`config.mk`:
```
export PLATFORM = sky130hd
export DESIGN_NAME = demux_scan_ctrl
export DESIGN_NICKNAME = d
export VERILOG_FILES = /design/src/rtl/demux_scan_ctrl.sv
export SDC_FILE = /design/constraint.sdc
export NUM_CORES = 1
export LEC_CHECK = 0
export CAP_MARGIN = 20
export CELL_PAD_IN_SITES_DETAIL_PLACEMENT = 1
export CELL_PAD_IN_SITES_GLOBAL_PLACEMENT = 1
export CORE_UTILIZATION = 30
export CTS_CLUSTER_SIZE = 20
export DETAILED_ROUTE_END_ITERATION = 16
export GPL_ROUTABILITY_DRIVEN = 0
export HOLD_SLACK_MARGIN = 0.03
export MAX_ROUTING_LAYER = met4
export PLACE_DENSITY = 0.64
export SLEW_MARGIN = 25
export SYNTH_ARGS = -nofsm -noshare
export SYNTH_HDL_FRONTEND = slang
export SYNTH_SLANG_ARGS = --single-unit
```
`constraint.sdc`:
```
create_clock -name clk -period 2.5 [get_ports clk]
set_input_delay 0.375 -clock clk [delete_from_list [all_inputs] [get_ports clk]]
set_output_delay 0.375 -clock clk [all_outputs]
set_load 0.03 [all_outputs]
```
`src/rtl/demux_scan_ctrl.sv`:
```
// demux_scan_ctrl
//   Walks a masked set of demux channels in ascending order. Each visited
//   channel gets din held high for dwell+1 cycles with sel parked on it,
//   followed by one quiet GAP cycle before the scan moves on. A one-cycle
//   done pulse closes every accepted scan.
//
// Ports
//   clk    in   rising-edge clock
//   rst    in   asynchronous active-high reset
//   start  in   scan request, sampled only while idle
//   mask   in   [N-1:0] channels to visit (latched at start)
//   dwell  in   [DW-1:0] drive length per channel minus one (latched at start)
//   sel    out  [SIZE-1:0] demux channel select
//   din    out  demux data bit
//   busy   out  scan in progress
//   done   out  one-cycle scan-complete pulse
//
// Every output is a flop loaded from the next-state decode, so the
// outputs always describe the current state with no input-to-output path.
module demux_scan_ctrl #(
    parameter int SIZE = 3,
    parameter int DW   = 4
) (
    input  logic                   clk,
    input  logic                   rst,
    input  logic                   start,
    input  logic [(1<<SIZE)-1:0]   mask,
    input  logic [DW-1:0]          dwell,
    output logic [SIZE-1:0]        sel,
    output logic                   din,
    output logic                   busy,
    output logic                   done
);

    typedef enum logic [2:0] {IDLE, SEEK, DRIVE, GAP, DONE} state_t;

    state_t                 state, state_nxt;
    logic [SIZE-1:0]        idx, idx_nxt;
    logic [DW-1:0]          cnt, cnt_nxt;
    logic [(1<<SIZE)-1:0]   mask_q, mask_nxt;
    logic [DW-1:0]          dwell_q, dwell_nxt;
    logic [SIZE-1:0]        sel_nxt;
    logic                   din_nxt, busy_nxt, done_nxt;
    logic                   last_ch;

    assign last_ch = &idx;

    // State and datapath registers
    always_ff @(posedge clk or posedge rst) begin
        if (rst) begin
            state   <= IDLE;
            idx     <= '0;
            cnt     <= '0;
            mask_q  <= '0;
            dwell_q <= '0;
        end else begin
            state   <= state_nxt;
            idx     <= idx_nxt;
            cnt     <= cnt_nxt;
            mask_q  <= mask_nxt;
            dwell_q <= dwell_nxt;
        end
    end

    // Next-state decode
    always_comb begin
        state_nxt = state;
        idx_nxt   = idx;
        cnt_nxt   = cnt;
        mask_nxt  = mask_q;
        dwell_nxt = dwell_q;
        case (state)
            IDLE: begin
                if (start) begin
                    // idx restarts on any accepted start so an empty scan
                    // reports sel=0 rather than the previous scan's last index
                    idx_nxt = '0;
                    if (mask != '0) begin
                        mask_nxt  = mask;
                        dwell_nxt = dwell;
                        state_nxt = SEEK;
                    end else begin
                        state_nxt = DONE;
                    end
                end
            end
            SEEK: begin
                if (mask_q[idx]) begin
                    cnt_nxt   = dwell_q;
                    state_nxt = DRIVE;
                end else if (last_ch) begin
                    state_nxt = DONE;
                end else begin
                    idx_nxt = idx + SIZE'(1);
                end
            end
            DRIVE: begin
                if (cnt != '0) cnt_nxt = cnt - DW'(1);
                else           state_nxt = GAP;
            end
            GAP: begin
                if (last_ch) begin
                    state_nxt = DONE;
                end else begin
                    idx_nxt   = idx + SIZE'(1);
                    state_nxt = SEEK;
                end
            end
            DONE:    state_nxt = IDLE;
            default: state_nxt = IDLE;
        endcase
    end

    // Output decode from the state being entered
    always_comb begin
        sel_nxt  = idx_nxt;
        din_nxt  = (state_nxt == DRIVE);
        busy_nxt = (state_nxt != IDLE);
        done_nxt = (state_nxt == DONE);
    end

    always_ff @(posedge clk or posedge rst) begin
        if (rst) begin
            sel  <= '0;
            din  <= 1'b0;
            busy <= 1'b0;
            done <= 1'b0;
        end else begin
            sel  <= sel_nxt;
            din  <= din_nxt;
            busy <= busy_nxt;
            done <= done_nxt;
        end
    end

endmodule

```
==> impl_metrics.tcl, run 1 <==
set metrics [dict create \
    drive_gt1_frac 0.195 \
    relSlewSlack 0.706 \
    status "finished, final reports clean" \
    finalSetupViolations 0 \
    hold_viol_final 0 \
    ys_types 32 \
    ys_warn_count 0 \
    fp.dieW_um 67.0 \
    dp_hpwl_mm 2.01 \
    die_y_um 67.0 \
    area_growth_pct 23.9 \
    gr-usage-all-layers 0.139 \
    fp.dieArea_um2 4490 \
    crit_path_start "mask[6]" \
    cts_sinks 25 \
    core_area_um2 4030 \
    path_max_fanout 9 \
    startpoint_type "primary input" \
    grt_pass1_wl_mm 4.46 \
    synthCells 103 \
    grt_pass1_vias 938 \
    leakagePower_nw 0.681 \
    setup-tns-final_ns 0 \
    cts_root_buffer "clkbuf_8" \
    synth-seq-cells 25 \
    initial_core_util 0.315 \
    grt_max_degree 26 \
    fmax_mhz 506 \
    finalCritPeriodShare 0.791 \
    diodes 0 \
    tritoncts "built" \
    nets 147 \
    cp.arrival_ns 2.14 \
    maxCapViolations 0 \
    drt-wirelength-per-cell_um 15.0 \
    period_minus_slack_ns 1.98 \
    fin_skew_ns 0.00441 \
    vias_per_cell 5.08 \
    numPortBuffers 20 \
    ir_drop_v 0.000382 \
    worst_slew_pin_slew_ns 0.440 \
    grt-ovfl-total 0 \
    clock_latency_ns 0.27 \
    drv_slew 0 \
    syn_area_um2 1270 \
    synthTopCellsByArea "dfrtp_1 (49%), mux2_4 (11%), mux2_2 (3.6%)" \
    post_cts_resize_count 0 \
    io_pins 21 \
    clk_path_buf_depth 2 \
    p_total_w 0.00193 \
    cts_made_buffers 3 \
    yosysTopAreaCell "dfrtp_1" \
    synth_top_area_share 0.493 \
    wl_mm 2.68 \
    criticalPathCategory "in -> reg" \
    hold_path_class "in -> async" \
    rows 23 \
    drt_iter0_markers 23 \
    crit_path_end_kind "flip-flop" \
    clk_pin_slew_ns 0.09 \
    post-route-drc-count 0 \
    ant_nets 0 \
    antenna_found_initial 0 \
    worstReg2RegStart "sel[0]" \
    cellPowerDensity_nw_per_um2 1230 \
    yosysSeqAreaShare 0.493 \
    fillCellCount 461 \
    htreeDepth 1 \
    rsz0062_at_grt "no" \
    vias 905 \
    cts_setup_buffers 0 \
    postCtsHoldBufs 0 \
    dr.pass1.iters 4 \
    cp.required_ns 2.66 \
    synth_nets 121 \
    avgSynthCellArea_um2 12.3 \
]
[power breakdown]
part	internal, W	switching (W)	leakage [nW]
sequential	0.000590	0.000159	0.301
combinational	0.000491	0.000446	0.357
clock	0.000114	0.000133	0.0228
total	0.00119	0.000738	0.681
[state kept, by name, indices dropped and copies added, names as in the netlist]
signal   cells
mask_q       8
busy         1
state        3
dwell_q      4
sel          3
done         1
din          1
cnt          4
[critical path: stages]
cell and delay (ns):
clkdlybuf4s50_1 0.41, or4_1 0.55, nor2_2 0.22, nor3_4 0.07, buf_4 0.20, mux2_4 0.31
[metrics by stage]
step	utilization	hold WS (ns)	setup slack [ns]	cells	area, um^2
floorplan	-	0.402	0.637	103	1270
global placement	0.379	0.493	0.237	174	1530
detailed placement	0.379	0.498	0.226	174	1530
CTS	0.390	0.488	0.510	178	1570
global route	0.390	0.529	0.445	178	1570
finish	0.390	0.465	0.522	178	1570
[cells by family after synthesis]
family | share of synthesized area
muxes | 0.174
adders and majority gates | 0.0296
and+or+nand+nor | 0.128
buffers and inverters | 0.0335
DFF | 0.493
AOI/OAI and AO/OA | 0.142
[routing by layer]
layer / wire length (um) / up-vias / track usage
met5: 0 / - / -
met4: 19 / 0 / 0.0479
met3: 97 / 2 / 0.0257
met2: 1310 / 17 / 0.223
met1: 1250 / 455 / 0.176
li1: - / 431 / -
[area by class of cell]
| cell class | count | area, um^2 | area share |
|---|---|---|---|
| multi-input combinational | 72 | 601 | 0.382 |
| sequential | 25 | 626 | 0.398 |
| timing repair buffer | 23 | 223 | 0.142 |
| inverter | 4 | 15.0 | 0.00955 |
| clock buffer | 4 | 45.0 | 0.0287 |
| tap | 50 | 62.6 | 0.0398 |
[synthesized netlist by cell type]
master,number
mux2i_1,4
nor2_2,1
nand3_1,1
inv_1,4
o21ai_0,2
o21a_1,1
nor2_1,9
buf_4,1
o221a_2,2
a31oi_1,1
nor3_1,1
buf_12,1
nor3_4,1
and2_1,1
nand2b_1,2
a21o_1,1
nor3b_1,1
or4_1,2
ha_1,3
a311o_1,1
o31ai_1,3
mux2_4,9
or3b_2,2
mux2_2,4
a221o_1,3
a22o_1,3
dfrtp_1,25
a21oi_1,4
a221oi_1,2
or3_1,1
nand2_1,5
nor2b_1,2
[final timing paths]
path                        endpoint  slack, ns  depth (start not counted)
setup / recovery           mask_q[3]       0.52                          6
hold reg to reg            mask_q[1]       0.52                          1
min in group clk           mask_q[1]       0.52                          1
max in group asynchronous       busy       1.79                          3
hold / removal             mask_q[2]       0.46                          3
setup reg to reg              cnt[0]       0.65                          4
[cells in the final DEF, fill, tap and decap left out, drive strengths merged]
master	Yosys	layout
a21o	1	1
a21oi	4	4
a221o	3	3
a221oi	2	2
a22o	3	3
a311o	1	1
a31oi	1	1
and2	1	1
buf	2	3
clkbuf	0	4
clkdlybuf4s50	0	20
dfrtp	25	25
ha	3	3
inv	4	4
mux2	13	13
mux2i	4	4
nand2	5	5
nand2b	2	2
nand3	1	1
nor2	10	10
nor2b	2	2
nor3	2	2
nor3b	1	1
o21a	1	1
o21ai	2	2
o221a	2	2
o31ai	3	3
or3	1	1
or3b	2	2
or4	2	2
No activity file was read; power rests on OpenSTA's default activity.
==> run 2, diff against run 1 <==
--- a/config.mk
+++ b/config.mk
@@ -14,7 +14,7 @@
 export GPL_ROUTABILITY_DRIVEN = 0
 export HOLD_SLACK_MARGIN = 0.03
 export MAX_ROUTING_LAYER = met4
-export PLACE_DENSITY = 0.64
+export PLACE_DENSITY = 0.67
 export SLEW_MARGIN = 25
 export SYNTH_ARGS = -nofsm -noshare
 export SYNTH_HDL_FRONTEND = slang
==> constraint.sdc (replaced) <==
create_clock -name clk -period 1.8 [get_ports clk]
set_input_delay 0.27 -clock clk [delete_from_list [all_inputs] [get_ports clk]]
set_output_delay 0.27 -clock clk [all_outputs]
set_load 0.03 [all_outputs]
==> impl_metrics.tcl, run 2 (synthesis gave the netlist of run 1 again) <==
set metrics [dict create \
    status "finished with violations" \
    violations "setup timing" \
    crit_path_end_kind "flip-flop" \
    die_y_um 67.0 \
    setup-tns-final_ns -0.000520 \
    io_pins 21 \
    nets 163 \
    period_minus_slack_ns 1.80 \
    drive_gt1_frac 0.340 \
    gr-usage-all-layers 0.163 \
    top_register "mask_q" \
    startpoint_type "flip-flop" \
    largest_register_ffs 8 \
    hold_viol_final 0 \
    relSlewSlack 0.762 \
    largestRegisters "mask_q (8), cnt (4), dwell_q (4)" \
    maxCapViolations 0 \
    dr.pass1.iters 4 \
    cp.required_ns 1.97 \
    core_area_um2 4030 \
    postCtsHoldBufs 0 \
    htreeDepth 1 \
    path_max_fanout 7 \
    cts_made_buffers 3 \
    fp.dieW_um 67.0 \
    vias 987 \
    cts_sinks 25 \
    wl_mm 3.18 \
    criticalPathCategory "reg -> reg" \
    post-route-drc-count 0 \
    leakagePower_nw 0.820 \
    grt_max_degree 26 \
    initial_core_util 0.315 \
    cts_root_buffer "clkbuf_8" \
    antenna_found_initial 0 \
    fp.dieArea_um2 4490 \
    vias_per_cell 5.09 \
    final_util 0.439 \
    clk_path_buf_depth 2 \
    fmax_mhz 555 \
    ant_nets 0 \
    drv_slew 0 \
    finalCritPeriodShare 1.00 \
    tritoncts "built" \
    most-common-layout-cells "dfrtp_1 (24), buf_4 (17), clkdlybuf4s50_1 (16)" \
    fin_skew_ns 0.00413 \
    cp.arrival_ns 1.97 \
    hold_path_class "in -> reg" \
    worst_slew_pin_slew_ns 0.347 \
    numPortBuffers 20 \
    area_growth_pct 39.4 \
    layout_commonest_cell "dfrtp_1" \
    worst_slack_ns -0.000520 \
    grt_pass1_vias 1035 \
    clk_pin_slew_ns 0.10 \
    cellPowerDensity_nw_per_um2 1710 \
    drt-wirelength-per-cell_um 16.4 \
    ir_drop_v 0.000646 \
    drt_iter0_markers 30 \
    pre_cts_ws_ns -0.371 \
    grt-ovfl-total 0 \
    dp_hpwl_mm 2.30 \
    clock_latency_ns 0.28 \
    diodes 0 \
    grt_pass1_wl_mm 5.05 \
    rows 23 \
    finalSetupViolations 1 \
    rsz0062_at_grt "yes" \
]
[run 2: report_power, final]
group / internal (W) / switching [W]
clock: 0.000155 / 0.000197
sequential: 0.000823 / 0.000202
combinational: 0.000891 / 0.000756
[run 2: stage by stage]
stage	hold slack, ns	std cells	instance area, um^2	total power, W
after detailed placement	0.500	186	1630	0.00253
after floorplan	0.297	103	1270	0.00202
after global routing	0.292	194	1770	0.00323
after CTS	0.354	193	1740	0.00297
after global placement	0.491	186	1630	0.00245
final	0.277	194	1770	0.00302
[run 2: per-layer routing]
metal | GRT usage | vias to the layer above | part of all wire
met2 | 0.269 | 18 | 0.52
met4 | 0.0718 | 0 | 0.021
li1 | - | 464 | -
met1 | 0.190 | 500 | 0.44
met5 | - | - | 0
met3 | 0.0308 | 5 | 0.024
[run 2: repair_timing]
item                                    in CTS  in global routing
gates resized for setup                      7                  8
pin swaps                                    2                  4
endpoints found under the setup margin      13                 19
gates cloned                                 1                  0
setup buffers                                2                  1
[run 2: area by class of cell]
type                       instances  area [um^2]
timing repair buffer              39          382
inverter                           4         15.0
sequential                        25          627
clock inverter                     1         5.00
clock buffer                       3         41.3
fill                             448         2260
multi-input combinational         72          637
tap                               50         62.6
[run 2: final timing paths]
check	startpoint	to	slack, ns	cells after the start
max in group asynchronous	rst	sel[0]	1.19	3
min	mask[1]	mask_q[1]	0.28	2
min in group asynchronous	rst	mask_q[2]	0.34	3
max	sel[0]	sel[0]	-0.0005	6
min reg2reg	mask_q[1]	mask_q[1]	0.52	1
max reg2reg	sel[0]	sel[0]	-0.0005	6
[run 2: worst max-delay path, cell delays in order (launching register included)]
cell and delay [ns]:
dfrtp_2 0.49, ha_1 0.23, ha_1 0.21, nand2b_1 0.16
a21oi_1 0.19, o21ai_1 0.14, mux2_2 0.28
==> run 3, diff against run 2 <==
--- a/config.mk
+++ b/config.mk
@@ -8,13 +8,13 @@
 export CAP_MARGIN = 20
 export CELL_PAD_IN_SITES_DETAIL_PLACEMENT = 1
 export CELL_PAD_IN_SITES_GLOBAL_PLACEMENT = 1
-export CORE_UTILIZATION = 30
+export CORE_UTILIZATION = 25
 export CTS_CLUSTER_SIZE = 20
 export DETAILED_ROUTE_END_ITERATION = 16
 export GPL_ROUTABILITY_DRIVEN = 0
 export HOLD_SLACK_MARGIN = 0.03
 export MAX_ROUTING_LAYER = met4
-export PLACE_DENSITY = 0.67
+export PLACE_DENSITY = 0.58
 export SLEW_MARGIN = 25
 export SYNTH_ARGS = -nofsm -noshare
 export SYNTH_HDL_FRONTEND = slang
==> impl_metrics.tcl, run 3 (synthesis gave the netlist of run 1 again) <==
set metrics [dict create \
    final_util 0.366 \
    period_minus_slack_ns 1.77 \
    maxCapViolations 0 \
    die_y_um 73.2 \
    grt_pass1_vias 1054 \
    dp_hpwl_mm 2.37 \
    relSlewSlack 0.749 \
    worst_slew_pin_slew_ns 0.366 \
    drive_gt1_frac 0.357 \
    hold_path_class "in -> reg" \
    rsz0062_at_grt "yes" \
    nets 162 \
    cts_made_buffers 3 \
    min_from "mask[2]" \
    largestRegisters "mask_q (8), cnt (4), dwell_q (4)" \
    cp.required_ns 1.96 \
    finalCritPeriodShare 0.983 \
    fp.dieArea_um2 5360 \
    cts_sinks 25 \
    combPwrFrac 0.545 \
    dp.cells 203 \
    criticalPathCategory "in -> reg" \
    p_total_w 0.00301 \
    post-route-drc-count 0 \
    vias_per_cell 4.62 \
    startpoint_type "primary input" \
    most-common-layout-cells "dfrtp_1 (23), clkdlybuf4s50_1 (19), buf_4 (17)" \
    clock_latency_ns 0.27 \
    drv_slew 0 \
    fin_skew_ns 0.00103 \
    fmax_mhz 565 \
    layout_commonest_cell "dfrtp_1" \
    slowest_stage "or4_4" \
    clkPwrFrac 0.114 \
    grt-ovfl-total 0 \
    cp.arrival_ns 1.93 \
    ir_drop_v 0.000500 \
    drt_iter0_markers 55 \
    worst_path_dominant_cell_family "simple AND/OR/NAND/NOR gates" \
    cp_cell_sequence "clkdlybuf4s50_1 -> or4_4 -> nor2_4 -> nor3_4 -> buf_12 -> mux2_4" \
    antenna_found_initial 0 \
    final_design_area_no_fill_um2 1760 \
    swShare 0.380 \
    cts_root_buffer "clkbuf_8" \
    rows 25 \
    rrSetupSlack_ns 0.05 \
    path_max_fanout 13 \
    postCtsHoldBufs 0 \
    p_int_w 0.00187 \
    finalSetupViolations 0 \
    grt_max_degree 26 \
    leakagePower_nw 0.774 \
    ant_nets 0 \
    r2r.worst_path.cells 6 \
    fp.dieW_um 73.2 \
    gr-usage-all-layers 0.134 \
    hold_viol_final 0 \
    p_sw_w 0.00114 \
    status "finished, final reports clean" \
    clk_pin_slew_ns 0.09 \
    power_frac_seq 0.341 \
    drt-wirelength-per-cell_um 14.9 \
    area_growth_pct 38.9 \
    initial_core_util 0.263 \
    wl_mm 3.12 \
    vias 970 \
    tritoncts "built" \
    setup-tns-final_ns 0 \
    core_area_um2 4820 \
    dr.pass1.iters 2 \
    cpPeakStageDelay_ns 0.55 \
    diodes 0 \
    placedInstanceArea_um2 1640 \
    hold_path_depth 2 \
    grt_pass1_wl_mm 5.25 \
    io_pins 21 \
    worstReg2RegStart "sel[0]" \
    fillCellCount 545 \
    final-instance-count-excl-fill 210 \
    reg2reg_to "sel[0]" \
    crit_path_end_kind "flip-flop" \
    clk_path_buf_depth 2 \
    numPortBuffers 20 \
    min_delay_worst_endpoint "mask_q[2]" \
    top_register "mask_q" \
    cellPowerDensity_nw_per_um2 1710 \
    largest_register_ffs 8 \
    htreeDepth 1 \
    crit_buf_inv 2 \
]
-- run 3: per-layer routing --
metal  share of wire  track usage  vias to the layer above
met2            0.51        0.221                       17
met5               0            -                        -
met3           0.028       0.0290                        4
li1                -            -                      462
met4          0.0074       0.0327                        0
met1            0.45        0.168                      487
-- run 3: timing repair --
| action | CTS | global route |
|---|---|---|
| buffers inserted | 2 | 1 |
| gates resized for setup | 5 | 8 |
| endpoints found under the setup margin | 16 | 15 |
| pin swaps | 1 | 3 |
-- run 3: worst max path at each step --
stage                     slack [ns]   endpoint  startpoint  cells past startpoint
final                           0.03  mask_q[3]     mask[6]                      6
after CTS                       0.01  mask_q[3]     mask[6]                      6
after global routing          -0.009   state[0]      sel[1]                      4
after global placement         -0.60  mask_q[1]       start                      4
after floorplan                 0.01   state[0]      sel[0]                      5
after detailed placement       -0.64  mask_q[0]       start                      4
-- run 3: final cells by class --
type	instances	area, um^2	share of cell area
multi-input cells	72	638	0.362
flip-flops and latches	25	628	0.357
repair buffers	38	350	0.199
well taps	67	83.8	0.0476
clock buffers	3	41.3	0.0234
inverters	4	15.0	0.00852
clock inverters	1	5.00	0.00284
-- run 3: power by group through the flow --
| stage | combinational, W | clock [W] | sequential, W |
|---|---|---|---|
| after CTS | 0.00156 | 0.000362 | 0.00103 |
| after floorplan | 0.000962 | 0 | 0.00106 |
| final | 0.00164 | 0.000342 | 0.00103 |
| after global routing | 0.00179 | 0.000377 | 0.00106 |
| after global placement | 0.00144 | 0 | 0.00102 |
| after detailed placement | 0.00149 | 0 | 0.00104 |
-- run 3: through the flow --
stage               hold WS (ns)  worst slack (ns)
floorplan                  0.297           0.00958
global placement           0.490            -0.595
detailed placement         0.504            -0.640
CTS                        0.355            0.0128
global route               0.306          -0.00875
finish                     0.304            0.0301
